`config.mk`:
```
export PLATFORM = sky130hd
export DESIGN_NAME = vx_fp_sqrt_iter
export DESIGN_NICKNAME = d
export VERILOG_FILES = /design/src/rtl/vx_fp_sqrt_iter.sv
export SDC_FILE = /design/constraint.sdc
export NUM_CORES = 1
export LEC_CHECK = 0
export BUFFER_PORTS_ARGS = -buffer_cell sky130_fd_sc_hd__buf_2
export CAP_MARGIN = 10
export CORE_MARGIN = 5
export CORE_UTILIZATION = 50
export DETAILED_ROUTE_END_ITERATION = 10
export PLACE_DENSITY = 0.72
export SLEW_MARGIN = 20
export SYNTH_ARGS = -nofsm -noshare
export SYNTH_HDL_FRONTEND = slang
export SYNTH_SLANG_ARGS = --single-unit
```
`constraint.sdc`:
```
create_clock -name clk -period 8.6 [get_ports clk]
set_input_delay 0.86 -clock clk [delete_from_list [all_inputs] [get_ports clk]]
set_output_delay 0.86 -clock clk [all_outputs]
set_load 0.02 [all_outputs]
```
`src/rtl/vx_fp_sqrt_iter.sv`:
```
// Iterative FP32 square root, LANES lock-step lanes, all RISC-V rounding modes; FPU_SQRT_SUBNORM_EN enables subnormal inputs (DAZ otherwise).
// Latency: accept in cycle 0, result valid in cycle 3+N (N = 26/RADIX_BITS); no overlap between operations.
// Backpressure: ready_in low from accept until the result handshake; result held stable while ready_out is low.
module vx_fp_sqrt_iter #(
    parameter int TAGW       = 1,
    parameter int LANES      = 1,
    parameter int RADIX_BITS = 1    // 1 or 2
) (
    input  logic                  clk,
    input  logic                  reset,
    input  logic                  valid_in,
    output logic                  ready_in,
    input  logic [TAGW-1:0]       tag_in,
    input  logic [2:0]            frm,
    input  logic [LANES*32-1:0]   dataa,
    output logic [LANES*32-1:0]   result,
    output logic                  has_fflags,
    output logic [LANES*5-1:0]    fflags,
    output logic [TAGW-1:0]       tag_out,
    output logic                  valid_out,
    input  logic                  ready_out
);

    localparam int          N    = 26 / RADIX_BITS;
    localparam logic [4:0]  LAST = 5'(N - 1);
    localparam logic [31:0] QNAN = 32'h7FC0_0000;

    typedef enum logic [2:0] {S_IDLE, S_UNPACK, S_ITER, S_ROUND, S_DONE} state_t;

    state_t               r_state;
    logic [4:0]           r_cnt;
    logic [2:0]           r_frm;
    logic [TAGW-1:0]      r_tag;
    logic [LANES*32-1:0]  r_data;
    logic                 r_spec     [LANES];
    logic [31:0]          r_spec_res [LANES];
    logic                 r_spec_nv  [LANES];
    logic [7:0]           r_exp      [LANES];
    logic [51:0]          r_rad      [LANES];
    logic [29:0]          r_rem      [LANES];
    logic [25:0]          r_q        [LANES];

    logic                 w_spec     [LANES];
    logic [31:0]          w_spec_res [LANES];
    logic                 w_spec_nv  [LANES];
    logic [7:0]           w_exp_init [LANES];
    logic [51:0]          w_rad_init [LANES];
    logic [51:0]          w_rad_nxt  [LANES];
    logic [29:0]          w_rem_nxt  [LANES];
    logic [25:0]          w_q_nxt    [LANES];
    logic [LANES*32-1:0]  w_res;
    logic [LANES*5-1:0]   w_flg;

`ifdef FPU_SQRT_SUBNORM_EN
    function automatic logic [4:0] lzc24(input logic [23:0] v);
        lzc24 = 5'd24;
        for (int i = 0; i < 24; i++) begin
            if (v[i]) lzc24 = 5'(23 - i);
        end
    endfunction
`endif

    // Classification and radicand set-up; an odd exponent is folded into the mantissa.
    always_comb begin
        logic              w_sgn;
        logic [7:0]        w_ex;
        logic [22:0]       w_fr;
        logic [23:0]       w_m24;
        logic [24:0]       w_m25;
        logic signed [9:0] w_e;
`ifdef FPU_SQRT_SUBNORM_EN
        logic [4:0]        w_lz;
`endif
        for (int l = 0; l < LANES; l++) begin
            w_sgn         = r_data[l*32+31];
            w_ex          = r_data[l*32+23 +: 8];
            w_fr          = r_data[l*32 +: 23];
            w_spec[l]     = 1'b0;
            w_spec_res[l] = 32'd0;
            w_spec_nv[l]  = 1'b0;
            w_m24         = {1'b1, w_fr};
            w_e           = $signed({2'b00, w_ex}) - 10'sd127;
            if (w_ex == 8'hFF) begin
                w_spec[l] = 1'b1;
                if (w_fr != 23'd0) begin
                    w_spec_res[l] = QNAN;
                    w_spec_nv[l]  = ~w_fr[22];
                end else if (w_sgn) begin
                    w_spec_res[l] = QNAN;
                    w_spec_nv[l]  = 1'b1;
                end else begin
                    w_spec_res[l] = 32'h7F80_0000;
                end
            end else if (w_ex == 8'h00) begin
`ifdef FPU_SQRT_SUBNORM_EN
                if (w_fr == 23'd0) begin
                    w_spec[l]     = 1'b1;
                    w_spec_res[l] = {w_sgn, 31'd0};
                end else if (w_sgn) begin
                    w_spec[l]     = 1'b1;
                    w_spec_res[l] = QNAN;
                    w_spec_nv[l]  = 1'b1;
                end else begin
                    w_lz  = lzc24({1'b0, w_fr});
                    w_m24 = {1'b0, w_fr} << w_lz;
                    w_e   = -10'sd126 - $signed({5'd0, w_lz});
                end
`else
                w_spec[l]     = 1'b1;
                w_spec_res[l] = {w_sgn, 31'd0};
`endif
            end else if (w_sgn) begin
                w_spec[l]     = 1'b1;
                w_spec_res[l] = QNAN;
                w_spec_nv[l]  = 1'b1;
            end
            if (w_e[0]) begin
                w_m25 = {w_m24, 1'b0};
                w_e   = w_e - 10'sd1;
            end else begin
                w_m25 = {1'b0, w_m24};
            end
            w_rad_init[l] = {w_m25, 27'd0};
            w_exp_init[l] = 8'(w_e >>> 1) + 8'd127;
        end
    end

    // Restoring recurrence: each step consumes two radicand bits and retires one root bit.
    always_comb begin
        logic [51:0] w_r;
        logic [29:0] w_m;
        logic [29:0] w_sh;
        logic [29:0] w_t;
        logic [25:0] w_qq;
        for (int l = 0; l < LANES; l++) begin
            w_r  = r_rad[l];
            w_m  = r_rem[l];
            w_qq = r_q[l];
            for (int s = 0; s < RADIX_BITS; s++) begin
                w_sh = {w_m[27:0], w_r[51:50]};
                w_t  = {2'b00, w_qq, 2'b01};
                if (w_sh >= w_t) begin
                    w_m  = w_sh - w_t;
                    w_qq = {w_qq[24:0], 1'b1};
                end else begin
                    w_m  = w_sh;
                    w_qq = {w_qq[24:0], 1'b0};
                end
                w_r = {w_r[49:0], 2'b00};
            end
            w_rad_nxt[l] = w_r;
            w_rem_nxt[l] = w_m;
            w_q_nxt[l]   = w_qq;
        end
    end

    // Root is always positive, so RDN truncates and RUP rounds away from zero.
    always_comb begin
        logic [23:0] w_mt;
        logic        w_g;
        logic        w_rb;
        logic        w_st;
        logic        w_nx;
        logic        w_inc;
        logic [24:0] w_sum;
        w_res = '0;
        w_flg = '0;
        for (int l = 0; l < LANES; l++) begin
            w_mt = r_q[l][25:2];
            w_g  = r_q[l][1];
            w_rb = r_q[l][0];
            w_st = |r_rem[l];
            w_nx = w_g | w_rb | w_st;
            case (r_frm)
                3'd1, 3'd2: w_inc = 1'b0;
                3'd3:       w_inc = w_nx;
                3'd4:       w_inc = w_g;
                default:    w_inc = w_g & (w_rb | w_st | w_mt[0]);
            endcase
            w_sum = {1'b0, w_mt} + {24'd0, w_inc};
            if (r_spec[l]) begin
                w_res[l*32 +: 32] = r_spec_res[l];
                w_flg[l*5 +: 5]   = {r_spec_nv[l], 4'b0000};
            end else begin
                if (w_sum[24])
                    w_res[l*32 +: 32] = {1'b0, r_exp[l] + 8'd1, w_sum[23:1]};
                else
                    w_res[l*32 +: 32] = {1'b0, r_exp[l], w_sum[22:0]};
                w_flg[l*5 +: 5] = {4'b0000, w_nx};
            end
        end
    end

    always_ff @(posedge clk) begin
        if (reset) begin
            r_state    <= S_IDLE;
            r_cnt      <= 5'd0;
            ready_in   <= 1'b1;
            valid_out  <= 1'b0;
            has_fflags <= 1'b0;
            result     <= '0;
            fflags     <= '0;
            tag_out    <= '0;
        end else begin
            case (r_state)
                S_IDLE: begin
                    if (valid_in && ready_in) begin
                        r_data   <= dataa;
                        r_frm    <= frm;
                        r_tag    <= tag_in;
                        ready_in <= 1'b0;
                        r_state  <= S_UNPACK;
                    end
                end
                S_UNPACK: begin
                    for (int l = 0; l < LANES; l++) begin
                        r_spec[l]     <= w_spec[l];
                        r_spec_res[l] <= w_spec_res[l];
                        r_spec_nv[l]  <= w_spec_nv[l];
                        r_exp[l]      <= w_exp_init[l];
                        r_rad[l]      <= w_rad_init[l];
                        r_rem[l]      <= 30'd0;
                        r_q[l]        <= 26'd0;
                    end
                    r_cnt   <= 5'd0;
                    r_state <= S_ITER;
                end
                S_ITER: begin
                    for (int l = 0; l < LANES; l++) begin
                        r_rad[l] <= w_rad_nxt[l];
                        r_rem[l] <= w_rem_nxt[l];
                        r_q[l]   <= w_q_nxt[l];
                    end
                    r_cnt <= r_cnt + 5'd1;
                    if (r_cnt == LAST) r_state <= S_ROUND;
                end
                S_ROUND: begin
                    result     <= w_res;
                    fflags     <= w_flg;
                    tag_out    <= r_tag;
                    valid_out  <= 1'b1;
                    has_fflags <= 1'b1;
                    r_state    <= S_DONE;
                end
                S_DONE: begin
                    if (ready_out) begin
                        valid_out  <= 1'b0;
                        has_fflags <= 1'b0;
                        ready_in   <= 1'b1;
                        r_state    <= S_IDLE;
                    end
                end
                default: r_state <= S_IDLE;
            endcase
        end
    end

endmodule

```
## After elaboration in Yosys (flattened, before gate mapping)

Memory sizes are Yosys's and may differ from the RTL's.
Cells that the tools add are included.

| operators by class | value |
|---|---|
| $add $sub $neg | 7 |
| magnitude comparators | 1 |
| equal/unequal tests | 13 |
| mux-type cells | 41 |
| bitwise logic cells | 7 |
| reductions and logical operators | 16 |

Operators with widths:

| cell | number |
|---|---|
| 32-bit 2-to-1 mux | 3 |
| 31-bit 2-to-1 mux | 2 |
| 30-bit 2-to-1 mux | 2 |
| 30-bit OR reduction | 2 |
| 50-bit 2-to-1 mux | 1 |
| 50-bit OR reduction | 1 |
| 23-bit 2-to-1 mux | 2 |
| 30-bit by 28-bit greater-or-equal comparator with 1-bit output | 1 |
| 30-bit by 28-bit subtractor with 30-bit output | 1 |
| 26-bit 2-to-1 mux | 1 |
| 26-bit OR reduction | 1 |
| 24-bit by 1-bit adder with 25-bit output | 1 |
| 25-bit 2-to-1 mux | 1 |
| 23-bit nonzero test | 1 |
| 1-bit 2-to-1 mux | 19 |
| 3-bit case mux with 5 select lines | 1 |
| 3-bit by 2-bit == test with 1-bit output (second input constant) | 4 |
| 5-bit case mux with 2 select lines | 1 |
| 3-bit 2-to-1 mux | 3 |
| 9-bit 2-to-1 mux | 1 |
| 3-bit AND reduction | 3 |
| 8-bit by 7-bit subtractor with 9-bit output (second input constant) | 1 |
| 9-bit by 2-bit subtractor with 9-bit output (second input constant) | 1 |
| 8-bit by 1-bit adder with 8-bit output (second input constant) | 1 |
| 19 further kinds | 30 |

| word-level totals | value |
|---|---|
| register bits | 84 |
| memory bits (writable) | 148 |
| input port bits | 40 |
| output and inout bits | 41 |
| memories | 7 |

Memory list:

| name | words | bits a word | read ports | clocked after memory_dff | wr ports | line | source |
|---|---|---|---|---|---|---|---|
| r_rad | 1 | 50 | 1 | 0 | 1 | 39 | `logic [51:0] r_rad [LANES];` |
| r_spec_res | 1 | 32 | 1 | 0 | 1 | 36 | `logic [31:0] r_spec_res [LANES];` |
| r_rem | 1 | 30 | 1 | 0 | 1 | 40 | `logic [29:0] r_rem [LANES];` |
| r_q | 1 | 26 | 1 | 0 | 1 | 41 | `logic [25:0] r_q [LANES];` |
| r_exp | 1 | 8 | 1 | 0 | 1 | 38 | `logic [7:0] r_exp [LANES];` |
| r_spec | 1 | 1 | 1 | 0 | 1 | 35 | `logic r_spec [LANES];` |
| 1 more memories | -- | -- | -- | -- | -- | -- |  |

## Longest topological paths before layout

Gate-level depths: netlist of run 1.
An unclocked memory read counts as a cell.

| depth | value |
|---|---|
| word-level depth | 9 |
| depth in mapped cells | 15 |
| gate-level depth less buffers | 15 |

## Worst setup path before layout of run 1

OpenSTA, ideal clock, no wires.

| path | value |
|---|---|
| path type | in2reg |
| from | input port reset |
| to | memory r_q[0][0], enable pin |
| library setup time | 620 ps |
| arrival time | 6826 ps |
| data required time | 7980 ps |
| slack | 1154 ps |
| cell stages on the path | 3 |
| cell sequence | clkbuf_1 > clkbuf_1 > nor3_1 |

| on the way | value |
|---|---|
| cells in the longest elaborated chain, start to end | 4 |

Ends and longest elaborated chain:

| what | line | source |
|---|---|---|
| start, declared | 10 | `input logic reset,` |
| 1-bit 2-to-1 mux | 195 | `if (reset) begin` |
| 1-bit 2-to-1 mux (not written as such) | 232 | `r_q[l] <= w_q_nxt[l];` |
| 26-bit OR reduction (no source line) | -- |  |
| 1-bit 2-to-1 mux (no source line) (*) | -- |  |
| end, declared | 41 |  |

Mark *: on every way between the ends. The rest lies on a longest branch, timed or not.

## Worst setup path in the final report of run 1

| path | value |
|---|---|
| from | memory r_rem[0][12] |
| to | memory r_rem[0][17], data pin |

| on the way | value |
|---|---|
| cells in the longest elaborated chain, start to end | 4 |

Ends and longest elaborated chain:

| what | line | source |
|---|---|---|
| start, declared | 40 |  |
| memory 1 x 30 bit (*) | -- |  |
| 30-bit by 28-bit subtractor with 30-bit output / 30-bit by 28-bit greater-or-equal comparator with 1-bit output (equally long branches) | 143, 142 |  |
| 30-bit 2-to-1 mux (*) | 142 | `if (w_sh >= w_t) begin` |
| 30-bit 2-to-1 mux (no source line) (*) | -- |  |

Marked as above.

==> results of run 1 <==
logic make-up (layout without fill, tap and decap cells):
| group | after synthesis | in the layout | share of synthesized area [%] |
|---|---|---|---|
| muxes | 25 | 25 | 2.65 |
| AOI/OAI and AO/OA | 223 | 223 | 14.4 |
| xor gates and xnor gates | 59 | 59 | 5.47 |
| and+or+nand+nor | 359 | 359 | 18.0 |
| other | 1 | 3 | 0.0397 |
| buffers and inverters | 87 | 156 | 3.66 |
| adders and majority gates | 37 | 37 | 4.90 |
| DFF | 175 | 175 | 50.9 |
per-layer routing:
metal  wire length, µm  vias up
li1                  -     3624
met1              9910     3349
met2              9980      187
met3              1070       23
met4               263        0
met5                 0        -
cell type report:
cell class                      count  area share [%]
Tap cell                          234            2.75
Inverter                           40            1.41
Clock buffer                       24            5.14
Clock inverter                      8           0.694
Sequential cell                   175            45.2
Multi-Input combinational cell    706            40.7
Timing Repair Buffer               84            4.12
state kept, by name, indices dropped and copies added (netlist names):
register / cells
r_spec: 1
r_frm: 3
ready_in: 1
valid_out: 1
r_spec_res: 3
r_data: 32
result: 32
tag_out: 1
r_rem: 30
fflags: 2
r_q: 26
r_cnt: 5
r_spec_nv: 1
r_state: 3
r_tag: 1
r_rad: 25
r_exp: 8
final timing paths:
path                  end  slack [ns]  depth (start not counted)
max          r_rem[0][17]        4.72                          9
min            result[31]        0.45                          2
max reg2reg  r_rem[0][17]        4.72                          9
min reg2reg    result[31]        0.45                          2
cells in the mapped netlist (25+ instances only):
library cell / n
xnor2_1: 43
nand2_1: 123
dfxtp_1: 45
ha_1: 37
nor2_1: 88
o21ai_0: 44
edfxtp_1: 130
clkbuf_1: 37
inv_1: 40
mux2i_1: 25
nand3_1: 38
a21oi_1: 81
where the power goes:
group	total, W	switching (W)	internal, W
Combinational	0.000257	0.000160	0.0000972
Sequential	0.000987	0.0000317	0.000955
Clock	0.000799	0.000343	0.000456
worst max-delay path, stage by stage, from the launching register on:
cell and delay, ns:
edfxtp_1 0.47, ha_1 0.46, nand4_1 0.17, or4_1 0.59, a21oi_1 0.19, and4b_4 0.24
o31a_1 0.36, o21a_1 0.56, or3b_1 0.52, a21oi_1 0.15
per-stage QoR:
stage,total power (W),std cells
after floorplan,0.00120,968
after global routing,0.00212,1271
after CTS,0.00205,1271
after detailed placement,0.00126,1239
after global placement,0.00125,1239
final,0.00204,1271
==> impl_metrics.py, run 1 <==
metrics = {
    "timing": {
        "period_share_pct": 45.1,
        "max_freq_ghz": 0.258,
        "fin_setup_tns_ns": 0,
        "timing.hold.ws_ns": 0.449,
        "finalSetupViolations": 0,
        "rsz0062_at_grt": "no",
        "slew_headroom_pct": 27.6,
        "layout_min_cycle_time_ns": 3.88,
        "final_max_slew_viol_count": 0,
        "worstMarginPinSlew_ns": 1.09,
        "skew_ns": 0.00807,
        "hold_violations": 0,
        "finalWorstSetupSlack_ns": 4.72,
    },
    "critical_path": {
        "timing.rr.start": "r_rem[0][12]",
        "critPathRequiredTime_ns": 8.87,
        "worstPathArrival_ns": 4.15,
        "cp-end-kind": "flop",
        "cp-start-kind": "flop",
        "setup.worst_path.start": "r_rem[0][12]",
        "cp_max_fo": 23,
        "crit_type": "reg -> reg",
    },
    "route": {
        "ant_nets": 0,
        "vias_per_cell": 5.65,
        "num_vias": 7183,
        "wl_per_cell_um": 16.7,
        "drt-initial-drc-count": 531,
        "dr.pass1.iters": 5,
        "routed_wl_um": 21200,
        "drcViolationCount": 0,
    },
    "clock_network": {
        "clock_sinks": 175,
        "clock_latency_ns": 0.43,
        "clockRootBuffer": "clkbuf_16",
        "holdBufCountCts": 0,
        "clk_pin_slew_ns": 0.07,
        "cts.path.max_buffers": 2,
        "cts_tree": "done",
        "cts_buffers": 17,
        "cts_resized": 0,
        "post_cts_buffers": 0,
        "h-tree-depth": 4,
    },
    "run": {
        "max_cap_violations": 0,
    },
    "floorplan": {
        "start_util_pct": 50.6,
        "fp-row-count": 50,
        "core-area_um2": 18600,
        "die_area_um2": 21700,
        "die_width_um": 147,
        "die_h_um": 147,
        "io_pins": 81,
    },
    "yosys": {
        "syn_inst": 966,
        "synth_edf_count": 130,
        "ys_async_sr_fraction_pct": 0,
        "yosys_warnings": 0,
        "netlist_area_um2": 9440,
        "ys_types": 54,
        "synth_top_area_share_pct": 41.3,
        "syn-mean-instance-area_um2": 9.77,
        "post-synth-top-area-cell": "edfxtp_1",
        "synth_seq_area_share_pct": 50.9,
        "synth_seq_cells": 175,
        "synth_area_leaders": "edfxtp_1 (41%), dfxtp_1 (9.5%), ha_1 (4.9%), nand2_1 (4.9%), a21oi_1 (4.3%)",
        "synth-main-ff-cell": "edfxtp_1",
    },
    "final_layout": {
        "fin_util_pct": 57.0,
        "nNetsFinal": 1101,
        "fin_area_um2": 10600,
        "layout_commonest_cell": "edfxtp_1",
        "layout_common_cells": "edfxtp_1 (130), nand2_1 (122), nor2_1 (87), a21oi_1 (81), buf_2 (77)",
        "layout-drive-gt1-share_pct": 11.9,
        "multi_input_area_um2": 4320,
        "register_area_um2": 4800,
        "num-fill-cells": 1599,
        "areaGrowthSynthToFinish_pct": 12.6,
        "diodes": 0,
    },
    "grt": {
        "grt_pass1_wl_um": 34700,
        "grtUsageMet3_pct": 3.25,
        "grt_pass1_vias": 6777,
        "grtUsageMet2_pct": 30.9,
        "antenna_found_initial": 0,
        "grt_most_used_layer": "met2",
        "grt_max_degree": 82,
        "use_met1_pct": 28.1,
        "grt-ovfl-total": 0,
        "grt_usage_pct": 19.5,
    },
    "place": {
        "pre_cts_ws_ns": 4.76,
        "port_buffers": 77,
        "dpl.hpwl_um": 14900,
        "place.gp.congestion": 0.889,
        "postPlaceCellArea_um2": 10000,
    },
    "min_path": {
        "hp-class": "reg -> reg",
        "min_from": "result[31]",
    },
    "power_and_ir_drop": {
        "peakVddDrop_uv": 148,
        "power.density_nw_per_um2": 192,
        "p_leak_nw": 4.05,
    },
    "outcome": {
        "status": "finished clean",
    },
}
(Power assumes the default switching activity.)
==> run 2, diff against run 1 <==
--- a/config.mk
+++ b/config.mk
@@ -10,7 +10,7 @@
 export CORE_MARGIN = 5
 export CORE_UTILIZATION = 50
 export DETAILED_ROUTE_END_ITERATION = 10
-export PLACE_DENSITY = 0.72
+export PLACE_DENSITY = 0.74
 export SLEW_MARGIN = 20
 export SYNTH_ARGS = -nofsm -noshare
 export SYNTH_HDL_FRONTEND = slang
==> constraint.sdc (replaced) <==
create_clock -name clk -period 3.1 [get_ports clk]
set_input_delay 0.31 -clock clk [delete_from_list [all_inputs] [get_ports clk]]
set_output_delay 0.31 -clock clk [all_outputs]
set_load 0.02 [all_outputs]
==> impl_metrics.py, run 2 (synthesis gave the netlist of run 1 again) <==
metrics = {
    "clock_network": {
        "clk_pin_slew_ns": 0.07,
        "cts.path.max_buffers": 2,
        "cts_tree": "done",
        "clockRootBuffer": "clkbuf_16",
        "h-tree-depth": 4,
        "clock_latency_ns": 0.44,
        "clock_sinks": 175,
        "cts_buffers": 17,
    },
    "route": {
        "wl_per_cell_um": 17.1,
        "routed_wl_um": 23700,
        "drt-initial-drc-count": 605,
        "drcViolationCount": 0,
        "vias_per_cell": 5.70,
        "num_vias": 7887,
        "ant_nets": 0,
        "dr.pass1.iters": 5,
    },
    "critical_path": {
        "regToRegSetupSlack_ns": -0.14,
        "critPathRequiredTime_ns": 3.38,
        "cp_max_fo": 5,
        "ff2ff_path_depth": 10,
        "cp-end-kind": "flop",
        "endpoint": "r_rem[0][15]",
        "worstPathArrival_ns": 3.52,
        "setup.worst_path.start": "r_rem[0][12]",
        "cp-start-kind": "flop",
        "reg2reg_to": "r_rem[0][15]",
        "crit_type": "reg -> reg",
        "timing.rr.start": "r_rem[0][12]",
    },
    "timing": {
        "finalSetupViolations": 34,
        "rsz0062_at_grt": "yes",
        "finalWorstSetupSlack_ns": -0.138,
        "layout_min_cycle_time_ns": 3.24,
        "skew_ns": 0.0155,
        "slew_headroom_pct": 45.3,
        "period_share_pct": 104,
        "final_max_slew_viol_count": 0,
        "worstMarginPinSlew_ns": 0.820,
        "hold_violations": 0,
        "max_freq_ghz": 0.309,
    },
    "floorplan": {
        "fp-row-count": 50,
        "die_area_um2": 21700,
        "die_width_um": 147,
        "start_util_pct": 50.6,
        "core-area_um2": 18600,
        "io_pins": 81,
        "die_h_um": 147,
    },
    "grt": {
        "antenna_found_initial": 0,
        "grt-ovfl-total": 0,
        "grt_usage_pct": 20.9,
        "grt_pass1_vias": 7535,
        "grt_pass1_wl_um": 36900,
        "grt_max_degree": 54,
    },
    "min_path": {
        "hp-class": "in -> reg",
    },
    "place": {
        "port_buffers": 77,
        "postPlaceCellArea_um2": 10800,
        "dpl.hpwl_um": 16500,
        "place.gp.congestion": 0.910,
    },
    "power_and_ir_drop": {
        "report.power.total_w": 0.00582,
        "power.density_nw_per_um2": 489,
        "peakVddDrop_uv": 425,
        "p_leak_nw": 4.70,
    },
    "final_layout": {
        "layout_commonest_cell": "edfxtp_1",
        "layout_common_cells": "edfxtp_1 (130), nand2_1 (112), buf_4 (109), nor2_1 (84), buf_2 (77)",
        "top_regs": "r_data (32), result (32), r_rem (30)",
        "areaGrowthSynthToFinish_pct": 26.1,
        "layout-drive-gt1-share_pct": 25.8,
        "nNetsFinal": 1214,
        "fin_area_um2": 11900,
        "diodes": 0,
    },
    "outcome": {
        "violations": "negative setup slack",
        "status": "finished, violations left",
    },
    "run": {
        "max_cap_violations": 0,
    },
}
run 2: cell types whose count changed in the layout (fill, tap and decap cells not counted), sizes merged:
cell,previous run,this run
clkbuf,24,18
buf,84,196
clkinv,1,7
or3,4,5
run 2: worst max-delay path, cell delays in order (launching register included):
cell and delay [ns]:
edfxtp_1 0.47, buf_6 0.16, ha_4 0.26, nand4_1 0.15
buf_4 0.19, or4_4 0.51, and4b_4 0.21, o31a_1 0.31
o21a_2 0.29, or3_1 0.39, a21oi_1 0.14
run 2: what timing repair did:
item	in CTS	in global routing
endpoints found under the setup margin	56	60
pin swaps	7	42
hold buffers	0	0
hold endpoints to repair	0	0
setup buffers	3	8
gates cloned	3	1
resized for setup	22	67
run 2: metrics by stage:
step	util [%]	cells	TNS (ns)	setup WS (ns)	hold slack [ns]
floorplan	-	968	0	0.0217	0.409
finish	63.9	1384	-2.29	-0.138	0.0427
global route	63.9	1384	-6.37	-0.280	0.0274
CTS	61.9	1375	-0.388	-0.0618	0.0323
detailed placement	57.8	1337	-3.77	-0.288	0.446
global placement	57.8	1337	-0.649	-0.162	0.440
run 2: power breakdown:
part	internal [W]	switching, W
clock network	0.00113	0.00103
logic	0.000401	0.000533
registers	0.00265	0.0000784
run 2: layer usage:
metal  wire length, µm  track usage, %  share of wire, %
met1             10400            27.5                44
met2             11300            35.0                48
met3              1450            4.05               6.1
met4               466            6.90               2.0
met5                 0               0                 0
run 2: worst min-delay path by stage:
stage	start	endpoint	slack, ns	cells after the start
finish	dataa[19]	r_data[19]	0.04	1
global route	dataa[26]	r_data[26]	0.03	1
CTS	dataa[20]	r_data[20]	0.03	1
detailed placement	fflags[4]	fflags[4]	0.45	2
global placement	result[25]	result[25]	0.44	2
floorplan	dataa[0]	r_data[0]	0.41	0
run 2: cell type report:
cell class	count	area, µm²
Fill cell	1471	6740
Sequential cell	175	4800
Multi-Input combinational cell	707	4710
Inverter	40	150
Timing Repair Buffer	196	1330
Clock inverter	14	164
Tap cell	234	293
Clock buffer	18	450
